### config.mk
export PLATFORM = sky130hd
export DESIGN_NAME = multi_zone_lights_ctrl
export DESIGN_NICKNAME = d
export VERILOG_FILES = /design/src/rtl/multi_zone_lights_ctrl.sv
export SDC_FILE = /design/constraint.sdc
export NUM_CORES = 1
export LEC_CHECK = 0
export BUFFER_PORTS_ARGS = -buffer_cell sky130_fd_sc_hd__buf_2
export CAP_MARGIN = 5
export CORE_ASPECT_RATIO = 0.9
export CORE_MARGIN = 3
export CORE_UTILIZATION = 50
export CTS_CLUSTER_DIAMETER = 30
export DETAILED_ROUTE_END_ITERATION = 7
export PLACE_DENSITY_LB_ADDON = 0.05
export SLEW_MARGIN = 20
export SYNTH_ARGS = -nofsm -noshare
export SYNTH_HDL_FRONTEND = slang
export SYNTH_SLANG_ARGS = --single-unit
export TNS_END_PERCENT = 30
### constraint.sdc
create_clock -name clk -period 3.7 [get_ports clk]
set_input_delay 0.37 -clock clk [delete_from_list [all_inputs] [get_ports clk]]
set_output_delay 0.37 -clock clk [all_outputs]
set_load 0.05 [all_outputs]
### src/rtl/multi_zone_lights_ctrl.sv
// rtl/multi_zone_lights_ctrl.sv - per-zone lighting controller with shared hysteresis daylight sensing
//
// Purpose:
//   Drives ZONES lamp enables from per-zone presence sensors and one shared
//   ambient-light sensor. A registered "dark" flag is derived from the
//   daylight level with a hysteresis band above the programmable threshold.
//   Each zone runs an OFF/ON/HOLD state machine with an occupancy hold timer
//   and a 2-bit mode select (auto / force off / force on / occupancy-only).
//
// Ports:
//   clk        in   1                 system clock, rising edge
//   reset      in   1                 asynchronous active-high reset
//   daylight   in   LIGHT_W           ambient light level, unsigned
//   threshold  in   LIGHT_W           dark threshold, unsigned
//   presence   in   ZONES             per-zone motion sensor
//   mode       in   2*ZONES           per-zone mode, [2z+1:2z]
//                                     00 auto, 01 force off, 10 force on,
//                                     11 occupancy-only
//   lights     out  ZONES             registered per-zone lamp enable
//   changed    out  ZONES             one-cycle pulse when lights[z] toggles
//   dark       out  1                 registered hysteresis daylight flag
//   on_count   out  $clog2(ZONES+1)   registered number of lit zones

module multi_zone_lights_ctrl #(
    parameter int ZONES       = 4,
    parameter int LIGHT_W     = 8,
    parameter int HYST        = 16,
    parameter int HOLD_CYCLES = 5,
    parameter int HOLD_W      = $clog2(HOLD_CYCLES + 1)
) (
    input  logic                         clk,
    input  logic                         reset,
    input  logic [LIGHT_W-1:0]           daylight,
    input  logic [LIGHT_W-1:0]           threshold,
    input  logic [ZONES-1:0]             presence,
    input  logic [2*ZONES-1:0]           mode,
    output logic [ZONES-1:0]             lights,
    output logic [ZONES-1:0]             changed,
    output logic                         dark,
    output logic [$clog2(ZONES+1)-1:0]   on_count
);

    localparam int CNT_W = $clog2(ZONES + 1);

    localparam logic [1:0] MODE_AUTO = 2'b00;
    localparam logic [1:0] MODE_OFF  = 2'b01;
    localparam logic [1:0] MODE_ON   = 2'b10;
    localparam logic [1:0] MODE_OCC  = 2'b11;

    // Largest representable light level, held one bit wider for the
    // saturating threshold+HYST comparison.
    localparam logic [LIGHT_W:0] LIGHT_MAX = {1'b0, {LIGHT_W{1'b1}}};

    localparam logic [HOLD_W-1:0] HOLD_RELOAD = HOLD_W'(HOLD_CYCLES - 1);

    typedef enum logic [1:0] {
        ST_OFF  = 2'b00,
        ST_ON   = 2'b01,
        ST_HOLD = 2'b10
    } zone_state_t;

    // ------------------------------------------------------------------
    // State
    // ------------------------------------------------------------------
    zone_state_t          state_q [ZONES];
    zone_state_t          state_d [ZONES];
    logic [HOLD_W-1:0]    timer_q [ZONES];
    logic [HOLD_W-1:0]    timer_d [ZONES];

    logic                 dark_q;
    logic                 dark_d;
    logic [ZONES-1:0]     lights_q;
    logic [ZONES-1:0]     lights_d;
    logic [ZONES-1:0]     changed_q;
    logic [ZONES-1:0]     changed_d;
    logic [CNT_W-1:0]     count_q;
    logic [CNT_W-1:0]     count_d;

    // ------------------------------------------------------------------
    // Daylight hysteresis
    // ------------------------------------------------------------------
    logic [LIGHT_W:0]     thr_sum;
    logic [LIGHT_W-1:0]   thr_hi;

    // The upper (bright) threshold saturates at full scale so a threshold
    // near the top of the range can still be cleared by a maximal reading.
    assign thr_sum = {1'b0, threshold} + (LIGHT_W + 1)'(HYST);
    assign thr_hi  = (thr_sum > LIGHT_MAX) ? LIGHT_MAX[LIGHT_W-1:0]
                                           : thr_sum[LIGHT_W-1:0];

    always_comb begin
        dark_d = dark_q;
        if (daylight < threshold) begin
            dark_d = 1'b1;
        end else if (daylight >= thr_hi) begin
            dark_d = 1'b0;
        end
    end

    // ------------------------------------------------------------------
    // Zone state machines
    // ------------------------------------------------------------------
    // Zone decisions look at dark_q (the flag registered on the previous
    // edge), so a daylight drop reaches the lamps one edge after the flag.
    always_comb begin
        logic [1:0] zmode;
        logic       eff_dark;
        for (int z = 0; z < ZONES; z++) begin
            zmode      = mode[2*z +: 2];
            eff_dark   = (zmode == MODE_OCC) ? 1'b1 : dark_q;
            state_d[z] = state_q[z];
            timer_d[z] = timer_q[z];

            if (zmode == MODE_OFF) begin
                state_d[z] = ST_OFF;
                timer_d[z] = '0;
            end else if (zmode == MODE_ON) begin
                state_d[z] = ST_ON;
                timer_d[z] = '0;
            end else begin
                // Auto and occupancy-only share one machine; only the
                // darkness qualifier for turning on differs.
                case (state_q[z])
                    ST_OFF: begin
                        if (presence[z] && eff_dark) begin
                            state_d[z] = ST_ON;
                        end
                    end
                    ST_ON: begin
                        // Rising daylight deliberately ignored here so an
                        // occupied room never flickers off.
                        if (!presence[z]) begin
                            state_d[z] = ST_HOLD;
                            timer_d[z] = HOLD_RELOAD;
                        end
                    end
                    ST_HOLD: begin
                        if (presence[z]) begin
                            state_d[z] = ST_ON;
                        end else if (timer_q[z] == '0) begin
                            state_d[z] = ST_OFF;
                        end else begin
                            timer_d[z] = timer_q[z] - HOLD_W'(1);
                        end
                    end
                    default: begin
                        state_d[z] = ST_OFF;
                        timer_d[z] = '0;
                    end
                endcase
            end
        end
    end

    // ------------------------------------------------------------------
    // Output next-state: lamp enables, toggle pulses, lit-zone count
    // ------------------------------------------------------------------
    always_comb begin
        count_d = '0;
        for (int z = 0; z < ZONES; z++) begin
            lights_d[z] = (state_d[z] != ST_OFF);
            count_d     = count_d + CNT_W'(lights_d[z]);
        end
        changed_d = lights_d ^ lights_q;
    end

    // ------------------------------------------------------------------
    // Registers
    // ------------------------------------------------------------------
    always_ff @(posedge clk or posedge reset) begin
        if (reset) begin
            for (int z = 0; z < ZONES; z++) begin
                state_q[z] <= ST_OFF;
                timer_q[z] <= '0;
            end
            dark_q    <= 1'b0;
            lights_q  <= '0;
            changed_q <= '0;
            count_q   <= '0;
        end else begin
            for (int z = 0; z < ZONES; z++) begin
                state_q[z] <= state_d[z];
                timer_q[z] <= timer_d[z];
            end
            dark_q    <= dark_d;
            lights_q  <= lights_d;
            changed_q <= changed_d;
            count_q   <= count_d;
        end
    end

    assign lights   = lights_q;
    assign changed  = changed_q;
    assign dark     = dark_q;
    assign on_count = count_q;

endmodule

# Word level (Yosys, flattened, before mapping)
# Index checks and enable logic that the tools add are counted.
# Widths: inputs -> output; s select.
dict set report totals {
  wordCells 140
  regBits 32
  in_bits 30
}
dict set report op_classes {
  n_eq_ne 36
  n_addsub 8
  magnitude_cmp 3
  muxes 59
  n_reduce_logical 21
  bitwise 1
}
# operator count
set op_table {}
lappend op_table {{$mux 3} 20}
lappend op_table {{$mux 2} 24}
lappend op_table {{$ne 4x4->1 const B} 12}
lappend op_table {{$pmux 3 s3} 4}
lappend op_table {{$eq 2x2->1 const B} 12}
lappend op_table {{$pmux 2 s3} 4}
lappend op_table {{$eq 2x1->1 const B} 8}
lappend op_table {{$reduce_and 4->1} 4}
lappend op_table {{$logic_not 3->1} 4}
lappend op_table {{$ne 3x3->1 const B} 4}
lappend op_table {{$sub 3x1->3 const B} 4}
lappend op_table {{$reduce_bool 2->1} 5}
lappend op_table {{$add 8x5->9 const B} 1}
lappend op_table {{$gt 9x8->1 const B} 1}
lappend op_table {{$ge 8x8->1} 1}
lappend op_table {{$logic_not 2->1} 4}
lappend op_table {{$lt 8x8->1} 1}
lappend op_table {{$mux 8} 1}
lappend op_table {{$mux 1} 6}
lappend op_table {{$logic_and 1x1->1} 4}
lappend op_table {{$xor 4x4->4} 1}
lappend op_table {{$add 2x1->3} 1}
lappend op_table {{$add 3x1->3} 1}
lappend op_table {{$add 1x1->2} 1}

# Logic depth before layout (Yosys ltp)
dict set report logic_depth {
  word_depth 11
  depth_mapped 13
  depth_no_buf 13
}

# Worst setup path after synthesis
# No wires, ideal clock.
dict set report synth_timing {
  path_kind {input to register}
  startpoint {input threshold[4]}
  endpoint {register dark_q, in the netlist dark}
  t_required_ps 3623
  path_buffers 0
  arrival_ps 2567
  path_slack_ps 1057
  path_stages 13
  cell_sequence {inv_1 ha_1 nand4b_1 nor4_2 a21oi_1 a311oi_2 or2_1 ha_1 nand2b_1 a21o_1 a211oi_1 nor3_1 o21ai_1}
}
dict set report synth_between {
  elab_chain_len 5
}
# element line
set synth_lines {}
lappend synth_lines {{start, declared} 34} ;# input logic [LIGHT_W-1:0] threshold,
lappend synth_lines {{$add 8x5->9} 87} ;# assign thr_sum = {1'b0, threshold} + (LIGHT_W + 1)'(HYST);
lappend synth_lines {{$gt 9x8->1} 88} ;# assign thr_hi = (thr_sum > LIGHT_MAX) ? LIGHT_MAX[LIGHT_W-1:0]
lappend synth_lines {{$mux 8} 88}
lappend synth_lines {{$ge 8x8->1} 95} ;# end else if (daylight >= thr_hi) begin
lappend synth_lines {{$reduce_bool 2->1 (no source line)} -}
lappend synth_lines {{end signal, assigned} 185} ;# dark_q <= dark_d;
lappend synth_lines {{end, declared} 70} ;# logic dark_q;
# Parallel ways exist; a longest one is shown, timed or not.
# A chain may end at the register's enable or synchronous reset.

==> results.md <==
* DIE HEIGHT at 75.81 um
* CTS tree: done
* Setup WS post-layout at 0.9478 ns
* Core box area at 5045 um^2
* Clk slew on worst S/H paths at 0.06 ns
* P_int at 0.001082 W
* Later-pin clock latency in the skew report at 0.28 ns
* Pins Over Slew Limit at 0
* Die area at 6335 um^2
* Wire length per cell at 12.77 um
* Ys Warns at 0
* Post-Syn Nets at 377
* Sw frac at 45.68%
* CP endpoint kind: flop
* Worst vdd ir at 0.4370 mV
* Cts hold-fix bufs at 0
* P per Cell Area at 641.2 nW/um^2
* First-pass GRT wire length at 9.246 mm
* Fraction of layout cells with a size suffix above 1 at 16.76%
* CTS resizes at 0
* Remaining global-route overflow at 0
* Clock network power share at 16.2%
* Crit path time final at 2.752 ns
* Clock buffer depth at 2
* Leakage power at 1.602 nW
* DP Wirelength at 4.184 mm
* Top cell type's share of synthesized area at 29.57%
* Ranking of synthesized cells by area: dfrtp_1, ha_1, inv_1, o21ai_1, a21o_1
* Fmax at 0.3634 GHz
* Pre-CTS setup slack at 0.7409 ns
* Syn Area/Cell at 9.304 um^2
* Finish-stage setup viols at 0
* Crit path launch type: flop
* Status: complete, no violations
* Sink Count at 32
* Fill count at 456
* Crit path kind: reg2reg
* DRC viols at 0
* Sequential power share at 29.6%
* Post-route ant nets at 0
* CP Data Required Time at 3.87 ns
* Cells after synthesis at 291
* # rows at 24
* IO Port Bufs at 41
* Design Power at 0.001991 W
* Tightest Hold Check Type: in2async
* Via count at 2,207
* Comb power frac at 54.2%
* Number of buffers created by CTS at 5
* Total track usage at 17.91%
* Initial antenna violation count at 0
* Fin Hold WS at 0.1620 ns
* DRT iter0 DRCs at 51
* Starting Density at 53.67%
* Final Routed Wirelength at 5.173 mm
* Fin crit share at 74.38%
* Post-layout util at 61.56%
* Setup total negative slack at 0 ns
* Relative slew slack at 71.54%
* Chip width at 83.57 um
* P&R area growth vs syn at 14.70%
* Net switching power at 0.0009095 W
* Synthesized cell area at 2708 um^2
* Endpoints failing hold at 0
* Max_cap viols at 0
* Final nets at 425
* Worst Path Arrival at 2.92 ns
* RSZ-0062 raised after global routing: no
* IO Pins at 42
* Critical path peak fanout at 8
* Distinct cells, synth at 45
* Largest net degree at the start of global routing at 33
* Diodes inserted at 0
* Gpl congestion at 0.7995
* Vias in the first global route at 2,066
* Pre-Repair DR Iteration Count at 4
* DR vias/cell at 5.449
* Root buffer cell: clkbuf_8
* Clock Skew at 0.008931 ns
* Worst Tran Pin Value at 0.4269 ns
* Seq cells post-synth at 32
* Post-CTS setup buffer count at 0
* Max H-tree Level at 2
* Seq/Total Area, Yosys at 29.57%
* Area leader, netlist: dfrtp_1
[final timing paths]
path / from / to / slack [ns] / cells past startpoint
hold / removal: reset / timer_q[11] / 0.16 / 3
setup / recovery: state_q[0] / on_count[1] / 0.95 / 9
setup reg to reg: state_q[0] / on_count[1] / 0.95 / 9
max in group asynchronous: reset / lights[1] / 3.24 / 3
hold reg to reg: lights[1] / changed[1] / 0.46 / 1
min in group clk: presence[3] / state_q[1] / 0.33 / 2
[flip-flops by register name, indices dropped and copies added (netlist names)]
register  cells
state_q       8
lights        4
on_count      3
changed       4
dark          1
timer_q      12
[kinds of logic after synthesis]
logic type	after synthesis	synth area share [%]
buffers and inverters	38	5.268
flip-flops	32	29.57
AND/OR/NAND/NOR	88	18.25
multiplexers	3	1.201
XOR/XNOR	4	1.294
adder cells (fa/ha/maj)	56	26.16
AO/OA/AOI/OAI	70	18.25
[cells in the final DEF (no fill, tap or decap), drive strengths merged, types with 8 or more instances in the layout]
master and count:
ha 55, buf 42, inv 37, dfrtp 32
o21ai 20, nor2 18, nand2 18, a21o 9
nand2b 8, a21oi 8
[final cells by class]
cell class	count	area [um^2]	share of cell area, %
Timing Repair Buffer	42	212.7	6.849
Clock inverter	2	35.03	1.128
Clock buffer	6	72.57	2.337
Inverter	37	138.9	4.472
Tap cell	65	81.33	2.619
Sequential cell	32	800.8	25.79
Multi-Input combinational cell	221	1764	56.81
[power groups by stage]
stage	logic, W	registers [W]	clock network (W)
final	0.00108	0.000589	0.000323
after global routing	0.00121	0.000611	0.000353
after CTS	0.00109	0.000590	0.000337
after detailed placement	0.00109	0.000595	0
after global placement	0.00107	0.000592	0
after floorplan	0.000642	0.000781	0
[through the flow]
stage,cells,instance area (um^2)
3_3_place_gp,397,2998
6_report,405,3105
3_5_place_dp,397,2998
5_1_grt,405,3105
4_1_cts,405,3105
2_1_floorplan,291,2708
[synth_stat cells (all sizes together)]
library cell and n:
ha 55, inv 37, dfrtp 32, o21ai 20, nand2 18, nor2 18
a21o 9, a21oi 8, nand2b 8, o211ai 7, a311oi 6, nor2b 6
nor3 6, and3b 5, nand3 5, a211oi 4, o31ai 4, or2 4
xor2 4, and2 3, nand4 3, a221oi 2, a31oi 2, and3 2
mux2 2, nand3b 2, nand4b 2, nor4b 2, o21a 2, or3 2
a211o 1, clkbuf 1, fa 1, mux2i 1, nor3b 1, nor4 1
o211a 1, o21bai 1, o22ai 1, o32ai 1, o41ai 1
[metal layers]
metal	global-route usage (%)	routed length [um]	share of wire [%]	vias up
met3	4.432	270	5.2	5
met5	0	0	0	-
met4	4.821	66	1.3	0
met2	30.54	2359	46	60
met1	23.19	2476	48	1015
li1	-	-	-	1127
[worst max-delay path, stage by stage (launching register included)]
cell,delay (ns)
dfrtp_1,0.41
inv_1,0.09
ha_1,0.29
o21a_1,0.23
a211oi_1,0.27
o32ai_2,0.14
or2_1,0.30
fa_1,0.47
ha_1,0.19
ha_1,0.26
Note: power is estimated with default switching activity, not from simulation.
